**src/rtl/enemy_ai.sv**
```systemverilog
// Enemy behaviour controller: walk/fire/guard/stun FSM with fire cooldown,
// hit latch and 16-bit Galois LFSR, stepped once per frame tick.
//
// Ports:
//   clk, rst_n        clock, asynchronous active-low reset
//   tick              one-clk frame pulse
//   enable            game running; low forces IDLE
//   xPlayer           player x (signed 11b)
//   goodE, xGood      player bullet present / its x (signed 11b)
//   hitE              one-clk pulse: player bullet hit the enemy
//   xEnemy, yEnemy    registered enemy position
//   attack, defend    registered; high while in FIRE / GUARD
//   state             debug encoding IDLE=0 WALK=1 FIRE=2 GUARD=3 STUN=4
module enemy_ai #(
    parameter logic signed [10:0] X_INIT          = 11'sd400,
    parameter logic signed [9:0]  Y_INIT          = 10'sd0,
    parameter logic signed [10:0] X_MIN           = 11'sd0,
    parameter logic signed [10:0] X_MAX           = 11'sd600,
    parameter logic signed [10:0] STEP_X          = 11'sd2,
    parameter logic signed [11:0] DIST_NEAR       = 12'sd150,
    parameter logic signed [11:0] DIST_FAR        = 12'sd300,
    parameter logic [7:0]         ATTACK_COOLDOWN = 8'd60,
    parameter logic [5:0]         DEFEND_FRAMES   = 6'd30,
    parameter logic [5:0]         STUN_FRAMES     = 6'd20,
    parameter logic signed [11:0] THREAT_RANGE    = 12'sd120,
    parameter logic [15:0]        LFSR_SEED       = 16'hACE1
) (
    input  logic               clk,
    input  logic               rst_n,
    input  logic               tick,
    input  logic               enable,
    input  logic signed [10:0] xPlayer,
    input  logic               goodE,
    input  logic signed [10:0] xGood,
    input  logic               hitE,
    output logic signed [10:0] xEnemy,
    output logic signed [9:0]  yEnemy,
    output logic               attack,
    output logic               defend,
    output logic [2:0]         state
);

    localparam logic [2:0] S_IDLE  = 3'd0;
    localparam logic [2:0] S_WALK  = 3'd1;
    localparam logic [2:0] S_FIRE  = 3'd2;
    localparam logic [2:0] S_GUARD = 3'd3;
    localparam logic [2:0] S_STUN  = 3'd4;

    localparam logic signed [11:0] XMIN_E = {X_MIN[10], X_MIN};
    localparam logic signed [11:0] XMAX_E = {X_MAX[10], X_MAX};
    localparam logic signed [11:0] STEP_E = {STEP_X[10], STEP_X};

    localparam logic [15:0] LFSR_TAPS = 16'hB400;

    logic [2:0]         state_q, state_d;
    logic signed [10:0] x_q, x_d;
    logic signed [9:0]  y_q;
    logic [7:0]         cd_q, cd_d;
    logic [5:0]         timer_q, timer_d;
    logic [15:0]        lfsr_q, lfsr_d;
    logic               hit_q, hit_d;
    logic               attack_q, attack_d;
    logic               defend_q, defend_d;

    logic signed [11:0] x_ext;
    logic signed [11:0] dx;
    logic signed [11:0] bdist;
    logic signed [11:0] x_step;
    logic signed [10:0] x_clamp;
    logic [15:0]        lfsr_nx;
    logic               threat;
    logic               hit_now;
    logic               adv;

    // 12-bit signed working width keeps all differences exact.
    assign x_ext = {x_q[10], x_q};
    assign dx    = x_ext - {xPlayer[10], xPlayer};
    assign bdist = x_ext - {xGood[10], xGood};

    assign threat = goodE && !bdist[11] &&
                    (bdist <= THREAT_RANGE) && lfsr_q[0];

    // A hit in the same cycle as the tick counts as already latched.
    assign hit_now = hit_q | hitE;

    assign adv = enable & tick;

    assign lfsr_nx = {1'b0, lfsr_q[15:1]} ^
                     (lfsr_q[0] ? LFSR_TAPS : 16'h0000);

    always_comb begin
        x_step = x_ext;
        if (dx > DIST_FAR) begin
            x_step = x_ext - STEP_E;
        end else if (dx < DIST_NEAR) begin
            x_step = x_ext + STEP_E;
        end
    end

    always_comb begin
        x_clamp = x_step[10:0];
        if (x_step < XMIN_E) begin
            x_clamp = X_MIN;
        end else if (x_step > XMAX_E) begin
            x_clamp = X_MAX;
        end
    end

    always_comb begin
        state_d = state_q;
        x_d     = x_q;
        cd_d    = cd_q;
        timer_d = timer_q;
        hit_d   = hit_q | hitE;
        lfsr_d  = adv ? lfsr_nx : lfsr_q;

        if (!enable) begin
            state_d = S_IDLE;
            cd_d    = ATTACK_COOLDOWN;
            timer_d = 6'd0;
            hit_d   = 1'b0;
        end else begin
            case (state_q)
                S_IDLE: begin
                    state_d = S_WALK;
                end

                S_WALK: begin
                    if (tick) begin
                        if (hit_now) begin
                            state_d = S_STUN;
                            timer_d = STUN_FRAMES;
                            hit_d   = 1'b0;
                        end else if (threat) begin
                            state_d = S_GUARD;
                            timer_d = DEFEND_FRAMES;
                            hit_d   = 1'b0;
                        end else if (cd_q == 8'd0) begin
                            state_d = S_FIRE;
                        end else begin
                            cd_d = cd_q - 8'd1;
                            x_d  = x_clamp;
                        end
                    end
                end

                // Single-cycle shot; jitter the next cooldown.
                S_FIRE: begin
                    state_d = S_WALK;
                    cd_d    = ATTACK_COOLDOWN + {4'd0, lfsr_q[3:0]};
                end

                // Guarding blocks hits entirely.
                S_GUARD: begin
                    hit_d = 1'b0;
                    if (tick) begin
                        if (timer_q <= 6'd1) begin
                            state_d = S_WALK;
                            timer_d = 6'd0;
                        end else begin
                            timer_d = timer_q - 6'd1;
                        end
                    end
                end

                S_STUN: begin
                    if (tick) begin
                        if (hit_now) begin
                            timer_d = STUN_FRAMES;
                            hit_d   = 1'b0;
                        end else if (timer_q <= 6'd1) begin
                            state_d = S_WALK;
                            timer_d = 6'd0;
                        end else begin
                            timer_d = timer_q - 6'd1;
                        end
                    end
                end

                default: begin
                    state_d = S_IDLE;
                    cd_d    = ATTACK_COOLDOWN;
                    timer_d = 6'd0;
                    hit_d   = 1'b0;
                end
            endcase
        end
    end

    assign attack_d = (state_d == S_FIRE);
    assign defend_d = (state_d == S_GUARD);

    always_ff @(posedge clk or negedge rst_n) begin
        if (!rst_n) begin
            state_q  <= S_IDLE;
            x_q      <= X_INIT;
            y_q      <= Y_INIT;
            cd_q     <= ATTACK_COOLDOWN;
            timer_q  <= 6'd0;
            lfsr_q   <= LFSR_SEED;
            hit_q    <= 1'b0;
            attack_q <= 1'b0;
            defend_q <= 1'b0;
        end else begin
            state_q  <= state_d;
            x_q      <= x_d;
            y_q      <= Y_INIT;
            cd_q     <= cd_d;
            timer_q  <= timer_d;
            lfsr_q   <= lfsr_d;
            hit_q    <= hit_d;
            attack_q <= attack_d;
            defend_q <= defend_d;
        end
    end

    assign xEnemy = x_q;
    assign yEnemy = y_q;
    assign attack = attack_q;
    assign defend = defend_q;
    assign state  = state_q;

endmodule

```
**config.mk**
```make
export PLATFORM = sky130hd
export DESIGN_NAME = enemy_ai
export DESIGN_NICKNAME = d
export VERILOG_FILES = /design/src/rtl/enemy_ai.sv
export SDC_FILE = /design/constraint.sdc
export NUM_CORES = 1
export LEC_CHECK = 0
export ABC_AREA = 1
export CELL_PAD_IN_SITES_DETAIL_PLACEMENT = 1
export CELL_PAD_IN_SITES_GLOBAL_PLACEMENT = 1
export CORE_ASPECT_RATIO = 1.25
export CORE_MARGIN = 2
export CORE_UTILIZATION = 44
export DETAILED_ROUTE_END_ITERATION = 16
export PLACE_DENSITY = 0.87
export SLEW_MARGIN = 10
export SYNTH_ARGS = -nofsm -noshare
export SYNTH_HDL_FRONTEND = slang
export SYNTH_SLANG_ARGS = --single-unit
```
**constraint.sdc**
```tcl
create_clock -name clk -period 4.45 [get_ports clk]
set_input_delay 0.6675 -clock clk [delete_from_list [all_inputs] [get_ports clk]]
set_output_delay 0.6675 -clock clk [all_outputs]
set_load 0.05 [all_outputs]
```
### Word-level counts from Yosys, hierarchy flattened

Index checks and enable logic that the tools add are counted.
Widths: inputs -> output; s select.

| storage, ports and cells | value |
|---|---|
| logic and storage cells | 87 |
| bits in registers | 47 |
| input port bits | 28 |

| operators by class | value |
|---|---|
| $lt $le $gt $ge | 6 |
| add/sub/neg operators | 7 |
| equal/unequal tests | 15 |
| reductions and logical operators | 12 |
| muxes and demuxes | 33 |
| bitwise operators | 6 |

Operators with widths:

| cell | count |
|---|---|
| $mux 6 | 8 |
| $mux 8 | 5 |
| $mux 3 | 9 |
| $mux 12 | 2 |
| $pmux 6 s4 | 1 |
| $pmux 8 s3 | 1 |
| $sub 11x11->12 | 2 |
| $mux 11 | 2 |
| $ne 3x3->1 const B | 6 |
| $mux 16 | 1 |
| $xor 15x16->16 | 1 |
| $add 11x3->12 const B | 1 |
| $eq 3x2->1 const B | 4 |
| $gt 12x10->1 const B | 1 |
| $gt 12x11->1 const B | 1 |
| $le 12x8->1 const B | 1 |
| $lt 12x1->1 const B | 1 |
| $lt 12x9->1 const B | 1 |
| $pmux 3 s4 | 1 |
| $sub 11x3->12 const B | 1 |
| $reduce_and 5->1 | 2 |
| $logic_not 8->1 | 1 |
| $sub 8x1->8 const B | 1 |
| $add 6x4->7 const A | 1 |
| other kinds (17) | 24 |

### Depth between registers and ports, before layout

Gate-level depths: netlist (run 1).

| depth | value |
|---|---|
| depth after elaboration | 11 |
| mapped depth | 28 |

### Least setup slack after synthesis (run 1)

No wires, ideal clock.

| timing path | value |
|---|---|
| kind | input to register |
| start point | input port xPlayer[0] |
| end point | register x_q[9], in the netlist xEnemy[9] |
| cell stages on the path | 20 |
| data arrival time | 2.939 ns |
| library setup time | 0.119 ns |
| buffers on the path | 1 |
| path slack | 1.393 ns |
| required time | 4.331 ns |
| path through | inv_1 fa_1 nand3_1 nand2_2 nand2_1 nand2_2 xor2_2 nand2_1 nor2_1 nand2_2 nand3_4 buf_8 nand2_1 xor2_1 nor2_1 nand3_1 nand3_4 nand2_1 nand2_1 nand2_1 |

| between the ends | value |
|---|---|
| cells in the longest elaborated chain, start to end | 7 |
| elaborated cells on any way between the ends | 9 |
| those cells by class | 1 x add/sub; 4 x order compare; 4 x mux |

Ends and longest elaborated chain:

| element | line | text |
|---|---|---|
| from (decl) | 32 | `input logic signed [10:0] xPlayer,` |
| $sub 11x11->12 (*) | 77 | `assign dx = x_ext - {xPlayer[10], xPlayer};` |
| $lt 12x9->1 | 95 | `end else if (dx < DIST_NEAR) begin` |
| $mux 12 | 95 |  |
| $mux 12 (*) | 93 | `if (dx > DIST_FAR) begin` |
| $gt 12x11->1 | 104 | `end else if (x_step > XMAX_E) begin` |
| $mux 11 | 104 |  |
| $mux 11 (*) | 102 | `if (x_step < XMIN_E) begin` |
| to (signal assigned) | 196 | `x_q <= X_INIT;` |
| to (signal assigned) | 206 | `x_q <= x_d;` |
| to (decl) | 56 | `logic signed [10:0] x_q, x_d;` |

Mark *: on every way between the ends. The rest lies on a longest branch, timed or not.
A chain may end at the register's enable or synchronous reset.

### Worst setup path in the final report (run 1)

| timing path | value |
|---|---|
| start point | input port xGood[0] |
| end point | register x_q[2], in the netlist xEnemy[2] |

| between the ends | value |
|---|---|
| cells in the longest elaborated chain, start to end | 7 |
| elaborated cells on any way between the ends | 8 |
| those cells by class | 1 x add/sub; 1 x order compare; 1 x bitwise; 5 x reduce/logical |

Ends and longest elaborated chain:

| element | line | text |
|---|---|---|
| from (decl) | 34 | `input logic signed [10:0] xGood,` |
| $sub 11x11->12 (*) | 78 | `assign bdist = x_ext - {xGood[10], xGood};` |
| parallel branches: the longest is 2 deep, another holds $le 12x8->1 | - |  |
| $logic_and 1x1->1 (*) | 80 | `assign threat = goodE && !bdist[11] &&` |
| $logic_and 1x1->1 (*) | 81 | `(bdist <= THREAT_RANGE) && lfsr_q[0];` |
| $not 1->1 (no line) (*) | - |  |
| $reduce_and 6->1 (no line) (*) | - |  |

Mark *: on every way between the ends.

==> results.ini, run 1 <==
[worst_setup_path]
worst_path_most_repeated_cell=nand2_1
worstReg2RegEnd=xEnemy[2]$_DFFE_PN0P_
crit_required_ns=4.66
worstPathCellList=clkdlybuf4s50_1 > inv_1 > fa_1 > nand3_1 > nand3_1 > nand2_1 > nand2_1 > a21oi_1 > nor2_1 > o21ai_0 > a21oi_1 > o211ai_1 > nand2_1 > nor2_1 > nand2_1 > inv_1 > nand2_1 > o22ai_1
critPathSlowestCell=clkdlybuf4s50_1
crit_fanout=7
cp-end-kind=flip-flop
setup.worst_path.class=in -> reg
critPathLaunchType=input port
rrSetupSlack_ns=0.70
slowest_delay_ns=0.48
cp.arrival_ns=4.33
reg2regPathDepth=16
regToRegStartpoint=xEnemy[1]$_DFFE_PN0P_

[global_route]
grt_start_max_net_pins=47
grt_usage=0.255
antenna_found_initial=0
grt-ovfl-total=0
first_global_vias=4837
grt_pass1_wl_mm=22.5

[timing]
max_freq_mhz=243
setup_viol=0
final_max_slew_viol_count=0
layout_setup_ws_ns=0.332
relSlewSlack=0.315
finalCritPeriodShare=0.925
finClkSkew_ns=0.00674
fin_crit_ns=4.12
hold_viol=0
worstMarginPinSlew_ns=1.03
rsz0062_at_grt=false
setup-tns-final_ns=0

[clock_network]
ctsHoldBuffers=0
cts_buffer_depth=2
clockRootBuffer=clkbuf_16
cts_buffers=5
insertion_delay_ns=0.30
cts_tree=done
post_cts_resized=0
htree_levels=2
cts.sinks=46
postCtsSetupBuffers=0
cts.clk_slew.worst_paths_ns=0.06

[routing]
wl_mm=13.4
detail_route.wl_per_cell_um=15.5
vias=4495
avgViaCountPerCell=5.19
drt_iter0_markers=85
drtAntennaViolNets=0
dr.pass1.iters=5
drcViolationCount=0

[placement]
routabilityCongestion=0.882
post-place-ws_ns=0.0842
portBuffers=42
hpwl_mm=10.7

[min_path]
hp-start=lfsr_q[7]$_DFFE_PN1P_
hold_depth=2
hold_path_class=reg -> reg
worstHoldEndpoint=lfsr_q[7]$_DFFE_PN1P_

[yosys]
syn_area_um2=4510
synth_top_cell_by_area=dfrtp_1
synth-seq-cells=46
synthArstFlopShare=1.00
synth.most_common_cell=nand2_1
synth_cell_types=39
yosysWarnings=0
avgSynthCellArea_um2=6.46
synthFlopType=dfrtp_1
synth_cells=698
synth-edff-count=0
synthTopCellsByArea=dfrtp_1 17%, nand2_1 16%, inv_1 11%
seq_area_frac_synth=0.260
yosys-top-cells-count=189 x nand2_1, 128 x inv_1, 70 x nand3_1
synth_top_area_share=0.172

[layout]
final_nets=794
syn2layout_area_growth_pct=14.5
fill_cells=1403
layout-drive-gt1-share=0.0787
utilization=0.513
antenna_cells=0

[die]
die_h_um=117
core-area_um2=10100
die_w_um=94.5
pin_count=54
die-area_um2=11100
initial_core_util=0.448
rows=41

[job]
drv_cap=0

[power_and_ir_drop]
vdd_ir_drop_max_v=0.000264
leakagePower_nw=2.76
power_density_nw_per_um2=602

[status]
status=finished clean

==> cell families (layout without fill, tap and decap cells) <==
group                      count (synthesis)  count (layout)  synth area share
and+or+nand+nor                          357             357             0.351
other                                      1              11          0.000832
adders and majority gates                 30              30            0.0866
muxes                                      2               2           0.00500
buffers and inverters                    155             184             0.142
xor gates and xnor gates                  29              29            0.0580
DFF                                       46              46             0.260
AOI/OAI and AO/OA                         78              78            0.0966
==> cells in the final DEF (no fill, tap or decap), drive strengths merged, types with 2 or more instances in the layout <==
cell | Yosys | layout
mux2 | 2 | 2
nand4 | 8 | 8
o22ai | 4 | 4
o41ai | 2 | 2
dfrtp | 31 | 31
fa | 2 | 2
buf | 17 | 4
ha | 28 | 28
inv | 131 | 131
dfstp | 15 | 15
o31ai | 2 | 2
xnor2 | 6 | 6
nand2 | 199 | 199
clkdlybuf4s50 | 0 | 41
nand3 | 78 | 78
xor2 | 23 | 23
nor2 | 53 | 53
conb | 1 | 11
nor3 | 17 | 17
clkbuf | 7 | 6
a21oi | 24 | 24
o211ai | 3 | 3
o21ai | 40 | 40
==> worst max-delay path by stage <==
| stage | start | end | slack (ns) | cells past startpoint |
|---|---|---|---|---|
| 2_1_floorplan | xPlayer[0] | xEnemy[9]$_DFFE_PN0P_ | 1.39 | 20 |
| 3_3_place_gp | xGood[0] | xEnemy[2]$_DFFE_PN0P_ | 0.34 | 18 |
| 3_5_place_dp | xGood[0] | xEnemy[2]$_DFFE_PN0P_ | 0.08 | 18 |
| 4_1_cts | xGood[0] | xEnemy[2]$_DFFE_PN0P_ | 0.38 | 18 |
| 5_1_grt | xGood[0] | xEnemy[2]$_DFFE_PN0P_ | 0.05 | 18 |
| 6_report | xGood[0] | xEnemy[2]$_DFFE_PN0P_ | 0.33 | 18 |
==> worst max-delay path: cells and delay by family <==
family / cells / cell delay [ns]
adder cells (fa/ha/maj): 1 / 0.47
buffers and inverters: 3 / 0.79
AO/OA/AOI/OAI: 5 / 1.02
AND/OR/NAND/NOR: 9 / 1.37
==> per-layer routing <==
metal,wire length (um),share of wire,GRT usage
met5,0,0,0
met4,192,0.014,0.0647
met3,230,0.017,0.0192
met2,7380,0.55,0.521
met1,5610,0.42,0.281
==> stage by stage <==
step | instances | cell area, um^2 | hold slack [ns] | power (mW)
after floorplan | 708 | 4550 | 0.372 | 2.16
after global placement | 858 | 4990 | 0.457 | 2.57
after detailed placement | 858 | 4990 | 0.473 | 2.66
after CTS | 866 | 5160 | 0.490 | 3.11
after global routing | 866 | 5160 | 0.513 | 3.39
final | 866 | 5160 | 0.480 | 3.10
==> registers in the layout (all words and copies together) (netlist names) <==
name and flops:
cd_q 8, hit_q 1, timer_q 6, defend 1, lfsr_q 16, attack 1, xEnemy 10, state 3
==> layout make-up <==
| type | count | area (um^2) | share of cell area |
|---|---|---|---|
| Sequential cell | 46 | 1170 | 0.227 |
| Inverter | 131 | 492 | 0.0953 |
| Tap cell | 129 | 161 | 0.0313 |
| Clock buffer | 6 | 129 | 0.0250 |
| Multi-Input combinational cell | 507 | 2730 | 0.530 |
| Clock inverter | 2 | 37.5 | 0.00727 |
| Timing Repair Buffer | 45 | 438 | 0.0848 |
==> power by group <==
group / total, mW / switching (mW) / internal (mW)
combinational: 1.98 / 1.32 / 0.666
sequential: 0.692 / 0.154 / 0.539
clock: 0.430 / 0.164 / 0.265
total: 3.10 / 1.63 / 1.47
(Power assumes the default switching activity.)
==> run 2, diff against run 1 <==
--- a/config.mk
+++ b/config.mk
@@ -7,4 +7,5 @@
 export LEC_CHECK = 0
 export ABC_AREA = 1
+export ABC_CLOCK_PERIOD_IN_PS = 5200
 export CELL_PAD_IN_SITES_DETAIL_PLACEMENT = 1
 export CELL_PAD_IN_SITES_GLOBAL_PLACEMENT = 1
==> constraint.sdc (replaced) <==
create_clock -name clk -period 5.2 [get_ports clk]
set_input_delay 0.78 -clock clk [delete_from_list [all_inputs] [get_ports clk]]
set_output_delay 0.78 -clock clk [all_outputs]
set_load 0.005 [all_outputs]
==> run 2 against run 1 <==
Register-to-register slack better by 0.88 ns. Count of clock-buffer cells in the layout decreased by 1. Clock skew is essentially flat. Flip-flop and latch count unchanged. Power decreased by 20%. Final area shrank 0.75%. Non-clock buffer count fell by 3. Global-route usage about the same. Highest routed layer unchanged. First-iteration DRC count up 66%.
==> results.ini, run 2 (synthesized netlist as in run 1, its figures left out) <==
[status]
status=finished clean

[clock_network]
cts.clk_slew.worst_paths_ns=0.07
post_cts_resized=0
cts_buffers=5
clockRootBuffer=clkbuf_16
cts_buffer_depth=2
cts.sinks=46
cts_tree=done
insertion_delay_ns=0.29
ctsHoldBuffers=0
postCtsSetupBuffers=0
htree_levels=2

[timing]
relSlewSlack=0.309
fin_crit_ns=4.08
layout_setup_ws_ns=1.12
setup_viol=0
worstMarginPinSlew_ns=1.04
finalCritPeriodShare=0.784
rsz0062_at_grt=false
hold_viol=0
setup-tns-final_ns=0
finClkSkew_ns=0.00639
final_max_slew_viol_count=0
max_freq_mhz=245

[routing]
vias=4540
drcViolationCount=0
detail_route.wl_per_cell_um=15.4
avgViaCountPerCell=5.26
wl_mm=13.3
drt_iter0_markers=141
dr.pass1.iters=4
drtAntennaViolNets=0

[global_route]
grt_usage=0.256
grt-ovfl-total=0
first_global_vias=4991
antenna_found_initial=0
grt_start_max_net_pins=47
grt_pass1_wl_mm=22.6

[worst_setup_path]
critPathLaunchType=input port
crit_required_ns=5.42
cp.arrival_ns=4.29
setup.worst_path.class=in -> reg
cp-end-kind=flip-flop
reg2regPathDepth=16
crit_fanout=7

[power_and_ir_drop]
p_clk_frac=0.133
power_density_nw_per_um2=485
p_sw_mw=1.28
comb_power_share=0.621
power.internal_mw=1.20
vdd_ir_drop_max_v=0.000246
leakagePower_nw=2.74
switching_share=0.515
power_frac_seq=0.246

[layout]
final_nets=791
largest_register_ff_count=16
syn2layout_area_growth_pct=13.6
mostFrequentLayoutCells=189 x nand2_1, 128 x inv_1, 70 x nand3_1
layout_commonest_cell=nand2_1
regMostFlops=lfsr_q
layout-drive-gt1-share=0.0763
fill_cells=1391
antenna_cells=0

[min_path]
hold_path_class=reg -> reg
hold_depth=2

[placement]
post-place-ws_ns=0.786
routabilityCongestion=0.882
hpwl_mm=10.7
portBuffers=42

[die]
die_h_um=117
die-area_um2=11100
pin_count=54
core-area_um2=10100
rows=41
initial_core_util=0.448
die_w_um=94.5

[job]
drv_cap=0

## run 2: cell count changes in the layout (fill, tap and decap cells not counted), sizes merged
cell    before  now
clkbuf       6    5
buf          4    1
inv        131  132
bufinv       1    0
clkinv       0    1
## run 2: critical path, cell delays in order
cell	delay [ns]
clkdlybuf4s50_1	0.48
inv_1	0.09
fa_1	0.47
nand3_1	0.10
nand3_1	0.10
nand2_1	0.09
nand2_1	0.06
a21oi_1	0.20
nor2_1	0.09
o21ai_0	0.24
a21oi_1	0.12
o211ai_1	0.43
nand2_1	0.13
nor2_1	0.38
nand2_1	0.16
inv_1	0.21
nand2_1	0.07
o22ai_1	0.10
## run 2: cell type report
| cell class | instances | area, um^2 | area share |
|---|---|---|---|
| flip-flops and latches | 46 | 1170 | 0.228 |
| repair buffers | 42 | 415 | 0.0811 |
| clock buffers | 5 | 125 | 0.0244 |
| inverters | 131 | 492 | 0.0960 |
| well taps | 129 | 161 | 0.0315 |
| clock inverters | 3 | 25.0 | 0.00489 |
| multi-input cells | 507 | 2730 | 0.534 |
## run 2: metal layers
layer	global-route usage	routed length, um	up-vias
met1	0.266	5280	2191
met3	0.0269	323	31
met4	0.109	443	0
met5	0	0	-
met2	0.512	7290	76
li1	-	-	2242
## run 2: power by group through the flow
| stage | logic, mW | registers, mW | clock network (mW) |
|---|---|---|---|
| after floorplan | 1.19 | 0.539 | 0 |
| after global placement | 1.45 | 0.610 | 0 |
| after detailed placement | 1.54 | 0.618 | 0 |
| after CTS | 1.55 | 0.612 | 0.336 |
| after global routing | 1.76 | 0.625 | 0.348 |
| final | 1.54 | 0.611 | 0.329 |
## run 2: per-stage QoR
stage	total power, mW	hold slack (ns)	cell area (um^2)	util	cells
2_1_floorplan	1.73	0.446	4550	-	708
3_3_place_gp	2.06	0.457	4970	0.495	855
3_5_place_dp	2.15	0.478	4970	0.495	855
4_1_cts	2.49	0.488	5120	0.509	863
5_1_grt	2.73	0.509	5120	0.509	863
6_report	2.48	0.482	5120	0.509	863
## run 2: path summary, 6_finish.rpt
| check | from | end | slack [ns] |
|---|---|---|---|
| max | xGood[0] | xEnemy[2]$_DFFE_PN0P_ | 1.12 |
| min | lfsr_q[7]$_DFFE_PN1P_ | lfsr_q[7]$_DFFE_PN1P_ | 0.48 |
| max reg2reg | xEnemy[1]$_DFFE_PN0P_ | xEnemy[2]$_DFFE_PN0P_ | 1.58 |
| min reg2reg | lfsr_q[7]$_DFFE_PN1P_ | lfsr_q[7]$_DFFE_PN1P_ | 0.48 |
| max in group asynchronous | rst_n | cd_q[7]$_DFFE_PN0P_ | 3.89 |
| min in group asynchronous | rst_n | lfsr_q[8]$_DFFE_PN0P_ | 0.67 |
